## src/rtl/axi_pkg.sv

```systemverilog
// Shared AXI4 definitions for the data-memory master.
// Provides bus field widths, fixed burst/size encodings, response codes
// and the state type used by dm_axi_master's transaction FSM.
package axi_pkg;

    localparam int unsigned AXI_ID_W   = 4;
    localparam int unsigned AXI_ADDR_W = 32;
    localparam int unsigned AXI_DATA_W = 32;
    localparam int unsigned AXI_STRB_W = AXI_DATA_W / 8;

    localparam logic [1:0] BURST_INCR = 2'b01;
    localparam logic [2:0] SIZE_4B    = 3'b010;
    localparam logic [7:0] LEN_SINGLE = 8'd0;

    localparam logic [1:0] RESP_OKAY   = 2'b00;
    localparam logic [1:0] RESP_EXOKAY = 2'b01;
    localparam logic [1:0] RESP_SLVERR = 2'b10;
    localparam logic [1:0] RESP_DECERR = 2'b11;

    typedef enum logic [2:0] {
        DM_IDLE,
        DM_AR,
        DM_R,
        DM_AW,
        DM_B
    } dm_state_e;

endpackage

```

## src/rtl/dm_axi_master.sv

```systemverilog
// dm_axi_master: turns single-word CPU data-memory requests into single-beat
// AXI4 read/write transactions and stalls the pipeline until each completes.
//
// Ports:
//   clk, rst                 clock, asynchronous active-low reset
//   cpu_read/cpu_write       level requests, held stable while cpu_stall=1
//   cpu_addr/wdata/wstrb     request payload
//   cpu_rdata                load data (bypassed from RDATA in the handshake cycle)
//   cpu_stall                data-side pipeline stall
//   bus_err                  sticky flag, set on any non-OKAY RRESP/BRESP
//   AR*/R*/AW*/W*/B*         AXI4 master channels (one beat, LEN=0, SIZE=4B, INCR)
module dm_axi_master
    import axi_pkg::*;
#(
    parameter int unsigned     ID_W      = AXI_ID_W,
    parameter logic [ID_W-1:0] MASTER_ID = ID_W'(1)
) (
    input  logic                  clk,
    input  logic                  rst,

    input  logic                  cpu_read,
    input  logic                  cpu_write,
    input  logic [AXI_ADDR_W-1:0] cpu_addr,
    input  logic [AXI_DATA_W-1:0] cpu_wdata,
    input  logic [AXI_STRB_W-1:0] cpu_wstrb,
    output logic [AXI_DATA_W-1:0] cpu_rdata,
    output logic                  cpu_stall,
    output logic                  bus_err,

    output logic [ID_W-1:0]       ARID,
    output logic [AXI_ADDR_W-1:0] ARADDR,
    output logic [7:0]            ARLEN,
    output logic [2:0]            ARSIZE,
    output logic [1:0]            ARBURST,
    output logic                  ARVALID,
    input  logic                  ARREADY,

    input  logic [ID_W-1:0]       RID,
    input  logic [AXI_DATA_W-1:0] RDATA,
    input  logic [1:0]            RRESP,
    input  logic                  RLAST,
    input  logic                  RVALID,
    output logic                  RREADY,

    output logic [ID_W-1:0]       AWID,
    output logic [AXI_ADDR_W-1:0] AWADDR,
    output logic [7:0]            AWLEN,
    output logic [2:0]            AWSIZE,
    output logic [1:0]            AWBURST,
    output logic                  AWVALID,
    input  logic                  AWREADY,

    output logic [AXI_DATA_W-1:0] WDATA,
    output logic [AXI_STRB_W-1:0] WSTRB,
    output logic                  WLAST,
    output logic                  WVALID,
    input  logic                  WREADY,

    input  logic [ID_W-1:0]       BID,
    input  logic [1:0]            BRESP,
    input  logic                  BVALID,
    output logic                  BREADY
);

    dm_state_e             state_q, state_d;
    logic [AXI_ADDR_W-1:0] addr_q, addr_d;
    logic [AXI_DATA_W-1:0] wdata_q, wdata_d;
    logic [AXI_STRB_W-1:0] wstrb_q, wstrb_d;
    logic [AXI_DATA_W-1:0] rdata_q, rdata_d;
    logic                  bus_err_q, bus_err_d;
    logic                  aw_done_q, aw_done_d;
    logic                  w_done_q, w_done_d;

    // Only one transaction is ever outstanding, so IDs and RLAST carry no information.
    logic unused_inputs;
    assign unused_inputs = ^{RID, BID, RLAST};

    always_ff @(posedge clk or negedge rst) begin
        if (!rst) begin
            state_q   <= DM_IDLE;
            addr_q    <= '0;
            wdata_q   <= '0;
            wstrb_q   <= '0;
            rdata_q   <= '0;
            bus_err_q <= 1'b0;
            aw_done_q <= 1'b0;
            w_done_q  <= 1'b0;
        end else begin
            state_q   <= state_d;
            addr_q    <= addr_d;
            wdata_q   <= wdata_d;
            wstrb_q   <= wstrb_d;
            rdata_q   <= rdata_d;
            bus_err_q <= bus_err_d;
            aw_done_q <= aw_done_d;
            w_done_q  <= w_done_d;
        end
    end

    // A channel is finished once its handshake happened earlier or happens now.
    logic aw_fin, w_fin;
    assign aw_fin = aw_done_q | AWREADY;
    assign w_fin  = w_done_q  | WREADY;

    always_comb begin
        state_d   = state_q;
        addr_d    = addr_q;
        wdata_d   = wdata_q;
        wstrb_d   = wstrb_q;
        rdata_d   = rdata_q;
        bus_err_d = bus_err_q;
        aw_done_d = aw_done_q;
        w_done_d  = w_done_q;
        cpu_stall = 1'b0;

        unique case (state_q)
            DM_IDLE: begin
                cpu_stall = cpu_read | cpu_write;
                aw_done_d = 1'b0;
                w_done_d  = 1'b0;
                if (cpu_read || cpu_write) begin
                    addr_d  = cpu_addr;
                    wdata_d = cpu_wdata;
                    wstrb_d = cpu_wstrb;
                end
                // Write has priority; a simultaneous read is dropped.
                if (cpu_write) begin
                    state_d = DM_AW;
                end else if (cpu_read) begin
                    state_d = DM_AR;
                end
            end
            DM_AR: begin
                cpu_stall = 1'b1;
                if (ARREADY) begin
                    state_d = DM_R;
                end
            end
            DM_R: begin
                cpu_stall = !RVALID;
                if (RVALID) begin
                    rdata_d = RDATA;
                    if (RRESP != RESP_OKAY) begin
                        bus_err_d = 1'b1;
                    end
                    state_d = DM_IDLE;
                end
            end
            DM_AW: begin
                cpu_stall = 1'b1;
                if (aw_fin && w_fin) begin
                    aw_done_d = 1'b0;
                    w_done_d  = 1'b0;
                    state_d   = DM_B;
                end else begin
                    aw_done_d = aw_fin;
                    w_done_d  = w_fin;
                end
            end
            DM_B: begin
                cpu_stall = !BVALID;
                if (BVALID) begin
                    if (BRESP != RESP_OKAY) begin
                        bus_err_d = 1'b1;
                    end
                    state_d = DM_IDLE;
                end
            end
            default: begin
                state_d = DM_IDLE;
            end
        endcase
    end

    // VALIDs decode straight from state so an asynchronous reset drops them at once.
    assign ARVALID = (state_q == DM_AR);
    assign RREADY  = (state_q == DM_R);
    assign AWVALID = (state_q == DM_AW) && !aw_done_q;
    assign WVALID  = (state_q == DM_AW) && !w_done_q;
    assign WLAST   = WVALID;
    assign BREADY  = (state_q == DM_B);

    assign ARID    = MASTER_ID;
    assign ARADDR  = addr_q;
    assign ARLEN   = LEN_SINGLE;
    assign ARSIZE  = SIZE_4B;
    assign ARBURST = BURST_INCR;

    assign AWID    = MASTER_ID;
    assign AWADDR  = addr_q;
    assign AWLEN   = LEN_SINGLE;
    assign AWSIZE  = SIZE_4B;
    assign AWBURST = BURST_INCR;

    assign WDATA   = wdata_q;
    assign WSTRB   = wstrb_q;

    // Bypass lets the load data be valid on the edge where the stall drops.
    assign cpu_rdata = (state_q == DM_R && RVALID) ? RDATA : rdata_q;
    assign bus_err   = bus_err_q;

endmodule

```

## config.mk

```make
export PLATFORM = sky130hd
export DESIGN_NAME = dm_axi_master
export DESIGN_NICKNAME = d
export VERILOG_FILES = /design/src/rtl/axi_pkg.sv /design/src/rtl/dm_axi_master.sv
export SDC_FILE = /design/constraint.sdc
export NUM_CORES = 1
export LEC_CHECK = 0
export ABC_AREA = 1
export BUFFER_PORTS_ARGS = -buffer_cell sky130_fd_sc_hd__buf_2
export CORE_AREA = 4 4 112 114
export DETAILED_ROUTE_END_ITERATION = 10
export DIE_AREA = 0 0 116 118
export HOLD_SLACK_MARGIN = 0.06
export PLACE_DENSITY = 0.78
export SYNTH_ARGS = -nofsm -noshare
export SYNTH_HDL_FRONTEND = slang
export SYNTH_SLANG_ARGS = --single-unit
```

## constraint.sdc

```tcl
create_clock -name clk -period 3.2 [get_ports clk]
set_clock_uncertainty 0.15 [all_clocks]
set_input_delay 0.32 -clock clk [delete_from_list [all_inputs] [get_ports clk]]
set_output_delay 0.32 -clock clk [all_outputs]
set_load 0.02 [all_outputs]
```

==> metrics.cfg, run 1 <==
[pwr]
internal-power_mw=3.830
peakVddDrop_v=0.0006415
combPwrFrac_pct=52.9
switching_share_pct=47.34
p_per_area_nw_per_um2=1142
clock_power_share_pct=15.2
seq_power_share_pct=31.9
power_mw=7.273
p_switching_mw=3.443
leakage_nw=3.827

[floorplan]
die_x_um=116
std_cell_rows=39
die-area_um2=13690
core_area_um2=11420
fp.dieH_um=118
start_util_pct=45.09
ios=296

[synthesis]
ys_ff_latch=106
seq_area_frac_synth_pct=51.52
syn_inst=562
avgSynthCellArea_um2=9.161
synth_warnings=0
ys_types=23
synth_area_leaders=dfrtp_1 52%, nand2_1 11%, o21ai_2 10%, buf_4 9.8%, inv_1 5.8%
synth_top_area_cell=dfrtp_1
syn_area_um2=5149
synth_top_area_share_pct=51.52

[route]
avgViaCountPerCell=4.400
drtIter0Drc=304
drc=0
dr.pass1.iters=4
vias=4048
ant_nets=0
wl_um=12090
wire_per_inst_um=13.14

[setup_path]
crit_path_start_kind=flip-flop
startpoint=state_q[0]
slowest_stage=dfrtp_1
worstPathCellList=nor3_4 > buf_4 > nand2_1 > buf_4 > nand2_1 > nand2_1 > buf_2
r2r_start=state_q[0]
critPathCaptureType=output port
path_depth=7
r2r_setup_slack_ns=1.12
critPathMostFrequentCell=nand2_1
r2r_cells=6
r2r-end=WDATA[22]
crit_fanout=35
path_class=flip-flop to output port
cp.arrival_ns=2.06
critPathRequiredTime_ns=2.73
critPathMaxStageDelay_ns=0.49
cp_top_family=buffers and inverters
path_buf_inv=3
critPathCapture=cpu_rdata[24]

[layout]
drive_above_1_share_pct=43.48
nFillCells=1113
utilization_pct=55.80
fin_cells=920
design_area_um2=6371
area_growth_pct=23.74
nets=892

[timing]
rsz0062_at_grt=false
setup_violations=0
setup_tns_ns=0
min_period_ns=2.528
drv_slew=0
max_freq_mhz=395.6
fin_ws_ns=0.6720
hold_slack_ns=0.07340
fin_crit_sh_pct=79.00
worstMarginPinSlew_ns=0.7575
hold_violations=0
relSlewSlack_pct=49.50

[place]
io_buffer_count=252
gp_congestion=0.7948
hpwl_um=9154
dpl-instance-area_um2=6040
dp.cells=899
dp_slack_ns=1.018

[cts]
root_buffer=clkbuf_16
htreeDepth=3
path_clk_slew_ns=0.07
clock_latency_ns=0.33
post_cts_resized=0
post-cts-setup-buffers=0
cts_sinks=106
cts_buffers=9
cts_tree=yes
cts_hold_buf=1
clockBufferDepth=2

[status]
status=completed

[global_route]
grt_pass1_wl_um=18420
grt_max_degree=114
grt_pass1_vias=3783
antenna_found_initial=3
grt_overflow=0
grt_util_all_layers_pct=16.87

[flow_run]
maxCapViolCount=0

[hold_path]
min_path_type=input port to flip-flop
min_path_cells=3

## area by class of cell
| type | instances | area, µm² | share of cell area [%] |
|---|---|---|---|
| repair buffers | 259 | 1349 | 21.17 |
| clock buffers | 11 | 242.7 | 3.810 |
| diodes | 2 | 5.005 | 0.07855 |
| inverters | 81 | 304.0 | 4.772 |
| clock inverters | 5 | 53.80 | 0.8445 |
| well taps | 143 | 178.9 | 2.808 |
| multi-input cells | 313 | 1585 | 24.88 |
| flip-flops and latches | 106 | 2653 | 41.63 |
## state kept, by name, summed over array words and instances (netlist names)
register,cells
bus_err,1
w_done_q,1
rdata_q,32
WDATA,32
aw_done_q,1
state_q,3
WSTRB,4
ARADDR,32
## synth_stat cells, drive strengths merged
cell type	instances
nand2	149
dfrtp	106
buf	90
inv	81
o21ai	69
nand3	39
nor2	12
clkbuf	4
o21bai	3
conb	2
or2	2
a21oi	1
nor3	1
nor3b	1
o211ai	1
o22ai	1
## cell families after synthesis
family                 Yosys count  share of synthesized area [%]
buffers and inverters          175                          20.02
other                            2                         0.1459
AOI/OAI and AO/OA               75                          11.88
DFF                            106                          51.52
and+or+nand+nor                204                          16.43
## power by group through the flow
| stage | Sequential, mW | Clock (mW) | Combinational [mW] |
|---|---|---|---|
| after floorplan | 2.81 | 0 | 2.62 |
| after global placement | 2.31 | 0 | 3.84 |
| final | 2.32 | 1.10 | 3.85 |
| after detailed placement | 2.35 | 0 | 3.90 |
| after CTS | 2.32 | 1.13 | 3.91 |
| after global routing | 2.39 | 1.19 | 4.22 |
## routing by layer
layer	vias up	share of wire (%)	track usage, %
met5	-	0.17	0
met4	2	1.4	5.801
met3	14	8.6	4.010
met2	166	51	29.89
met1	1837	39	19.64
li1	2029	-	-
## placed cells by master (no fill, tap or decap), drive strengths merged
master / instances
buf: 256
nand2: 149
dfrtp: 106
inv: 81
o21ai: 69
nand3: 39
conb: 34
nor2: 12
clkbuf: 11
clkinv: 4
o21bai: 3
dlygate4sd3: 3
diode: 2
or2: 2
nor3: 1
nor3b: 1
o211ai: 1
a21oi: 1
o22ai: 1
bufinv: 1
## worst register-to-register path, cell delays in order, from the launching register on
cell and delay, ns:
dfrtp_1 0.52, inv_2 0.11, nand2_1 0.10, or2_4 0.33
buf_12 0.48, nand2_1 0.21, o21ai_2 0.09
## worst min path at each step
stage / from / endpoint
after floorplan: rst / ARADDR[0]
after global placement: rst / rdata_q[8]
after detailed placement: rst / rdata_q[8]
after CTS: cpu_wdata[3] / WDATA[3]
after global routing: cpu_wdata[28] / WDATA[28]
final: cpu_addr[0] / ARADDR[0]
Note: power is estimated with default switching activity, not from simulation.
==> run 2: changes to the inputs <==
Settings changed: ABC_AREA 1 to 0, CORE_AREA 4 4 112 114 to not set, CORE_ASPECT_RATIO set to 1.25, CORE_MARGIN set to 4, CORE_UTILIZATION set to 39, DIE_AREA 0 0 116 118 to not set, PLACE_DENSITY 0.78 to 0.73.
Clock period 3.2 ns to 2 ns, I/O delays scaled along.
==> metrics.cfg, run 2 <==
[status]
status=complete, but fails checks
failed_checks=negative setup slack

[timing]
fin_crit_sh_pct=110.8
fin_ws_ns=-0.2160  ; -0.8880 ns
setup_violations=32  ; +32
rsz0062_at_grt=true
min_period_ns=2.216
drv_slew=0  ; unchanged
hold_violations=0  ; unchanged
max_freq_mhz=451.3

[setup_path]
critPathCaptureType=output port
critPathRequiredTime_ns=1.65  ; -1.08 ns
startpoint=state_q[2]
r2r_setup_slack_ns=0.07  ; -1.05 ns
r2r-end=WDATA[14]
crit_path_start_kind=flip-flop
path_class=flip-flop to output port
cp.arrival_ns=1.87  ; -0.19 ns
r2r_start=state_q[2]
r2r_cells=6  ; unchanged
crit_fanout=8  ; -77%
critPathCapture=cpu_rdata[24]

[synthesis]
avgSynthCellArea_um2=14.92  ; +63%
synth_warnings=0  ; unchanged
ys_types=32  ; +39%
synth_top_area_share_pct=53.73  ; +2.2 points
seq_area_frac_synth_pct=53.73  ; +2.2 points
synth_top_area_cell=dfrtp_1
post-synth-top-count-cell=dfrtp_1
syn_inst=331  ; -41%
synth_area_leaders=dfrtp_1 54%, mux2_4 21%, buf_4 10%, mux2_1 6.8%, buf_6 2.3%
syn_area_um2=4937  ; -4.1%
synth_ff_type=dfrtp_1
ys_async_sr_fraction_pct=100.0  ; unchanged
netlist_top_cells_count=106 x dfrtp_1, 68 x buf_4, 68 x mux2_4, 30 x mux2_1, 10 x buf_6
ys_ff_latch=106  ; unchanged
synth_edf_count=0  ; unchanged

[cts]
cts_buffers=9  ; unchanged
root_buffer=clkbuf_16
htreeDepth=3  ; unchanged
cts_sinks=106  ; unchanged
cts_tree=yes
path_clk_slew_ns=0.08  ; about the same
clock_latency_ns=0.34  ; about the same
clockBufferDepth=2  ; unchanged

[route]
drtIter0Drc=162  ; -47%
dr.pass1.iters=4  ; unchanged
vias=3796  ; -6.2%
drc=0  ; unchanged
wl_um=15190  ; +26%
wire_per_inst_um=18.00  ; +37%
ant_nets=0  ; unchanged
avgViaCountPerCell=4.498  ; +2.2%

[global_route]
grt_pass1_vias=4067  ; +7.5%
grt_pass1_wl_um=21450  ; +16%
grt_overflow=0  ; unchanged
grt_max_degree=42  ; -63%
grt_util_all_layers_pct=18.91  ; +2.0 points
antenna_found_initial=0  ; -3

[place]
io_buffer_count=252  ; unchanged
hpwl_um=8998  ; -1.7%
dp.cells=708  ; -21%
dp_slack_ns=0.09984  ; -0.9182 ns
gp_congestion=0.8569  ; +7.8%

[pwr]
combPwrFrac_pct=60.3  ; +7.4 points
power_mw=13.94  ; +92%
seq_power_share_pct=28.0  ; -3.9 points
peakVddDrop_v=0.001037  ; +62%
switching_share_pct=40.49  ; -6.9 points
clock_power_share_pct=11.7  ; -3.5 points
p_switching_mw=5.643  ; +64%
leakage_nw=4.129  ; +7.9%
internal-power_mw=8.295  ; +120%
p_per_area_nw_per_um2=1769  ; +55%

[layout]
fin_cells=844  ; -8.3%
area_growth_pct=59.58
diodes=0  ; -2
nFillCells=907  ; -19%
final_common_cell=buf_2
drive_above_1_share_pct=58.97  ; +15 points
utilization_pct=64.19  ; +8.4 points
nets=797  ; -11%
final_cell_mix=217 x buf_2, 106 x dfrtp_1, 103 x dlygate4sd3_1, 100 x mux2_4, 34 x conb_1

[floorplan]
die-area_um2=14530  ; +6.2%
die_x_um=108.6  ; -6.3%
std_cell_rows=45  ; +15%
start_util_pct=40.22  ; -4.9 points
ios=296  ; unchanged
core_area_um2=12270  ; +7.5%
fp.dieH_um=133.8  ; +13%

[hold_path]
min_path_type=input port to flip-flop

[flow_run]
maxCapViolCount=0  ; unchanged

[run 2: worst min path at each step]
stage / start / to / cells past startpoint
5_1_grt: AWREADY / w_done_q / 4
2_1_floorplan: rst / ARADDR[0] / 0
6_report: WREADY / w_done_q / 3
4_1_cts: WREADY / w_done_q / 3
3_3_place_gp: rst / ARADDR[21] / 1
3_5_place_dp: rst / ARADDR[21] / 1
[run 2: metal layers]
| layer | wire (µm) | vias up | track usage (%) |
|---|---|---|---|
| met5 | 0 | - | 0 |
| met4 | 542 | 0 | 9.053 |
| met3 | 921 | 40 | 3.948 |
| met2 | 8252 | 190 | 34.67 |
| met1 | 5472 | 1852 | 20.33 |
| li1 | - | 1714 | - |
[run 2: repair_timing]
action	CTS	global route
endpoints found under the setup margin	33	34
hold buffers	103	0
pin swaps	2	3
endpoints found under the hold margin	208	0
gates resized for setup	44	74
buffers inserted	3	12
cloned	2	2
[run 2: metrics by stage]
stage | cell area, µm² | hold WS (ns) | setup TNS [ns]
global placement | 6028 | -0.01225 | 0
detailed placement | 6028 | 0.003089 | 0
floorplan | 5064 | -0.2456 | 0
global route | 7879 | 0.1107 | -7.779
finish | 7879 | 0.07860 | -5.847
CTS | 7543 | 0.06271 | -6.952
[run 2: power by group through the flow]
stage	registers, mW	clock network (mW)	logic [mW]
after floorplan	4.66	0	4.32
after global placement	3.79	0	6.68
after detailed placement	3.86	0	6.78
after CTS	3.85	1.67	7.52
after global routing	4.02	1.76	8.80
final	3.90	1.63	8.41
[run 2: cell type report]
cell class	count	area (µm²)	share of cell area (%)
Clock inverter	6	42.54	0.5399
Sequential cell	106	2653	33.67
Clock buffer	10	229.0	2.906
Timing Repair Buffer	382	2836	36.00
Tap cell	164	205.2	2.604
Inverter	4	15.01	0.1906
Multi-Input combinational cell	172	1898	24.09
[run 2: logic make-up (layout without fill, tap and decap cells)]
family,count (synthesis),count (layout),share of synthesized area [%]
flops,106,106,53.73
other cells,2,34,0.1521
xor+xnor,1,1,0.1774
simple gates,23,23,2.813
compound gates,14,14,1.951
buf+inv,85,402,13.20
mux,100,100,27.98
[run 2: critical path, stage by stage, from the launching register on]
cell and delay (ns):
dfrtp_1 0.40, nor3b_4 0.21, and2_4 0.25, clkbuf_16 0.20, mux2_4 0.33, buf_6 0.14
==> run 3: changes to the inputs <==
Settings changed: CELL_PAD_IN_SITES_DETAIL_PLACEMENT set to 0, CELL_PAD_IN_SITES_GLOBAL_PLACEMENT set to 1, CORE_UTILIZATION 39 to 30, PLACE_DENSITY 0.73 to 0.74.
==> metrics.cfg, run 3 (synthesized netlist as in run 2, its figures left out) <==
[setup_path]
path_buf_inv=3  ; +1
crit_path_start_kind=flip-flop
critPathMaxStageDelay_ns=0.41  ; about the same
r2r_start=state_q[1]
slowest_stage=dfrtp_1
r2r_cells=6  ; unchanged
critPathRequiredTime_ns=1.65  ; about the same
r2r-end=WDATA[13]
cp.arrival_ns=1.88  ; about the same
cp_top_family=buffers and inverters
critPathCaptureType=output port
worstPathCellList=nor3b_4 > and2_4 > buf_6 > buf_12 > mux2_4 > buf_6
critPathMostFrequentCell=buf_6
r2r_setup_slack_ns=0.05  ; -0.02 ns
crit_fanout=8  ; unchanged
path_class=flip-flop to output port

[hold_path]
whs_endpoint=bus_err
min_path_type=input port to flip-flop
min_from=BRESP[0]
min_path_cells=4  ; +1

[pwr]
leakage_nw=4.183  ; +1.3%
peakVddDrop_v=0.0007222  ; -30%
power_mw=13.99  ; +0.36%
p_per_area_nw_per_um2=1746  ; -1.3%

[route]
drc=0  ; unchanged
ant_nets=0  ; unchanged
avgViaCountPerCell=4.219  ; -6.2%
wl_um=14600  ; -3.9%
dr.pass1.iters=4  ; unchanged
vias=3814  ; +0.47%
drtIter0Drc=154  ; -4.9%
wire_per_inst_um=16.15  ; -10%

[layout]
final_cell_mix=219 x buf_2, 106 x dfrtp_1, 106 x dlygate4sd3_1, 100 x mux2_4, 34 x conb_1
area_growth_pct=62.29
final_common_cell=buf_2
diodes=0  ; unchanged
nets=805  ; +1.0%
drive_above_1_share_pct=59.01  ; about the same
fin_cells=904  ; +7.1%

[cts]
cts_tree=yes
clockBufferDepth=2  ; unchanged
cts_buffers=9  ; unchanged
htreeDepth=3  ; unchanged
path_clk_slew_ns=0.07  ; about the same
root_buffer=clkbuf_16
cts_sinks=106  ; unchanged
clock_latency_ns=0.34  ; about the same

[floorplan]
start_util_pct=30.48  ; -9.7 points
ios=296  ; unchanged
die_x_um=122.7  ; +13%
std_cell_rows=52  ; +16%
core_area_um2=16200  ; +32%
fp.dieH_um=151.4  ; +13%
die-area_um2=18590  ; +28%

[timing]
min_period_ns=2.230  ; +0.01376 ns
relSlewSlack_pct=61.92
drv_slew=0  ; unchanged
rsz0062_at_grt=true
worstMarginPinSlew_ns=0.5712
hold_slack_ns=0.1053  ; +0.02670 ns
hold_violations=0  ; unchanged
fin_ws_ns=-0.2297  ; -0.01375 ns
setup_violations=32  ; unchanged
fin_crit_sh_pct=111.5  ; +0.69 points
max_freq_mhz=448.5  ; -0.62%

[place]
hpwl_um=8814  ; -2.0%
gp_congestion=0.7961  ; -7.1%
io_buffer_count=252  ; unchanged
dp.cells=760  ; +7.3%

[global_route]
grt_pass1_vias=3938  ; -3.2%
antenna_found_initial=0  ; unchanged
grt_overflow=0  ; unchanged
grt_util_all_layers_pct=14.42  ; -4.5 points
grt_pass1_wl_um=20590  ; -4.0%
grt_max_degree=107  ; +150%

[status]
status=complete, but fails checks
failed_checks=negative setup slack

[flow_run]
maxCapViolCount=0  ; unchanged

run 3: cell count changes in the layout (fill, tap and decap cells not counted):
cell and delta:
clkbuf_8 +1, dlygate4sd3_1 +3, bufbuf_16 +1, clkinv_4 -1, nand2b_1 -1, clkinv_2 -1, buf_2 +2, buf_4 +4
inv_6 +1, inv_1 +1, inv_2 -1, nand2b_4 +1, clkbuf_16 -2
run 3: how the worst max path moves through the flow:
stage                     startpoint            end  slack [ns]  depth (start not counted)
after floorplan           state_q[0]  cpu_rdata[10]        0.05                          5
after detailed placement  state_q[0]  cpu_rdata[14]        0.08                          5
after global routing      state_q[0]  cpu_rdata[23]       -0.31                          6
after global placement    state_q[0]   cpu_rdata[0]         0.1                          5
final                     state_q[0]   cpu_rdata[5]       -0.23                          6
after CTS                 state_q[2]  cpu_rdata[20]       -0.29                          6
run 3: routing by layer:
layer	up-vias	share of wire, %	GRT usage, %
li1	1732	-	-
met5	-	0	0
met1	1854	37	15.79
met2	197	53	26.10
met3	31	6.8	2.540
met4	0	3.2	7.955
run 3: final cells by class:
class / instances / area [µm²]
fill: 1351 / 8188
clock inverter: 5 / 37.54
clock buffer: 11 / 242.7
inverter: 4 / 15.01
tap: 216 / 270.3
multi-input combinational: 172 / 1906
timing repair buffer: 390 / 2889
sequential: 106 / 2653
run 3: worst reg2reg max path, delay by kind of cell (launching register included):
| family | cells | cell delay (ns) |
|---|---|---|
| AND/OR/NAND/NOR | 1 | 0.23 |
| buffers and inverters | 3 | 0.66 |
| flip-flops | 1 | 0.39 |
| multiplexers | 1 | 0.31 |
| AO/OA/AOI/OAI | 1 | 0.10 |
run 3: timing repair:
action	4_1_cts	5_1_grt
resized for setup	62	44
endpoints found under the hold margin	211	0
pin swaps	4	3
cloned	4	0
endpoints found under the setup margin	34	82
buffers inserted	12	9
hold buffers	106	0
run 3: per-stage QoR:
step	TNS (ns)	instance area [µm²]	setup slack, ns	utilization [%]
after global routing	-9.104	8013	-0.3123	49.46
after global placement	0	6081	0.09784	37.53
final	-6.035	8013	-0.2297	49.46
after floorplan	0	5064	0.04911	-
after CTS	-8.384	7831	-0.2922	48.34
after detailed placement	0	6081	0.07945	37.53
run 3: power breakdown:
part,switching (mW),leakage [nW],internal (mW)
Clock,0.805,0.133,0.887
Sequential,0.630,1.25,3.25
Combinational,4.13,2.80,4.29
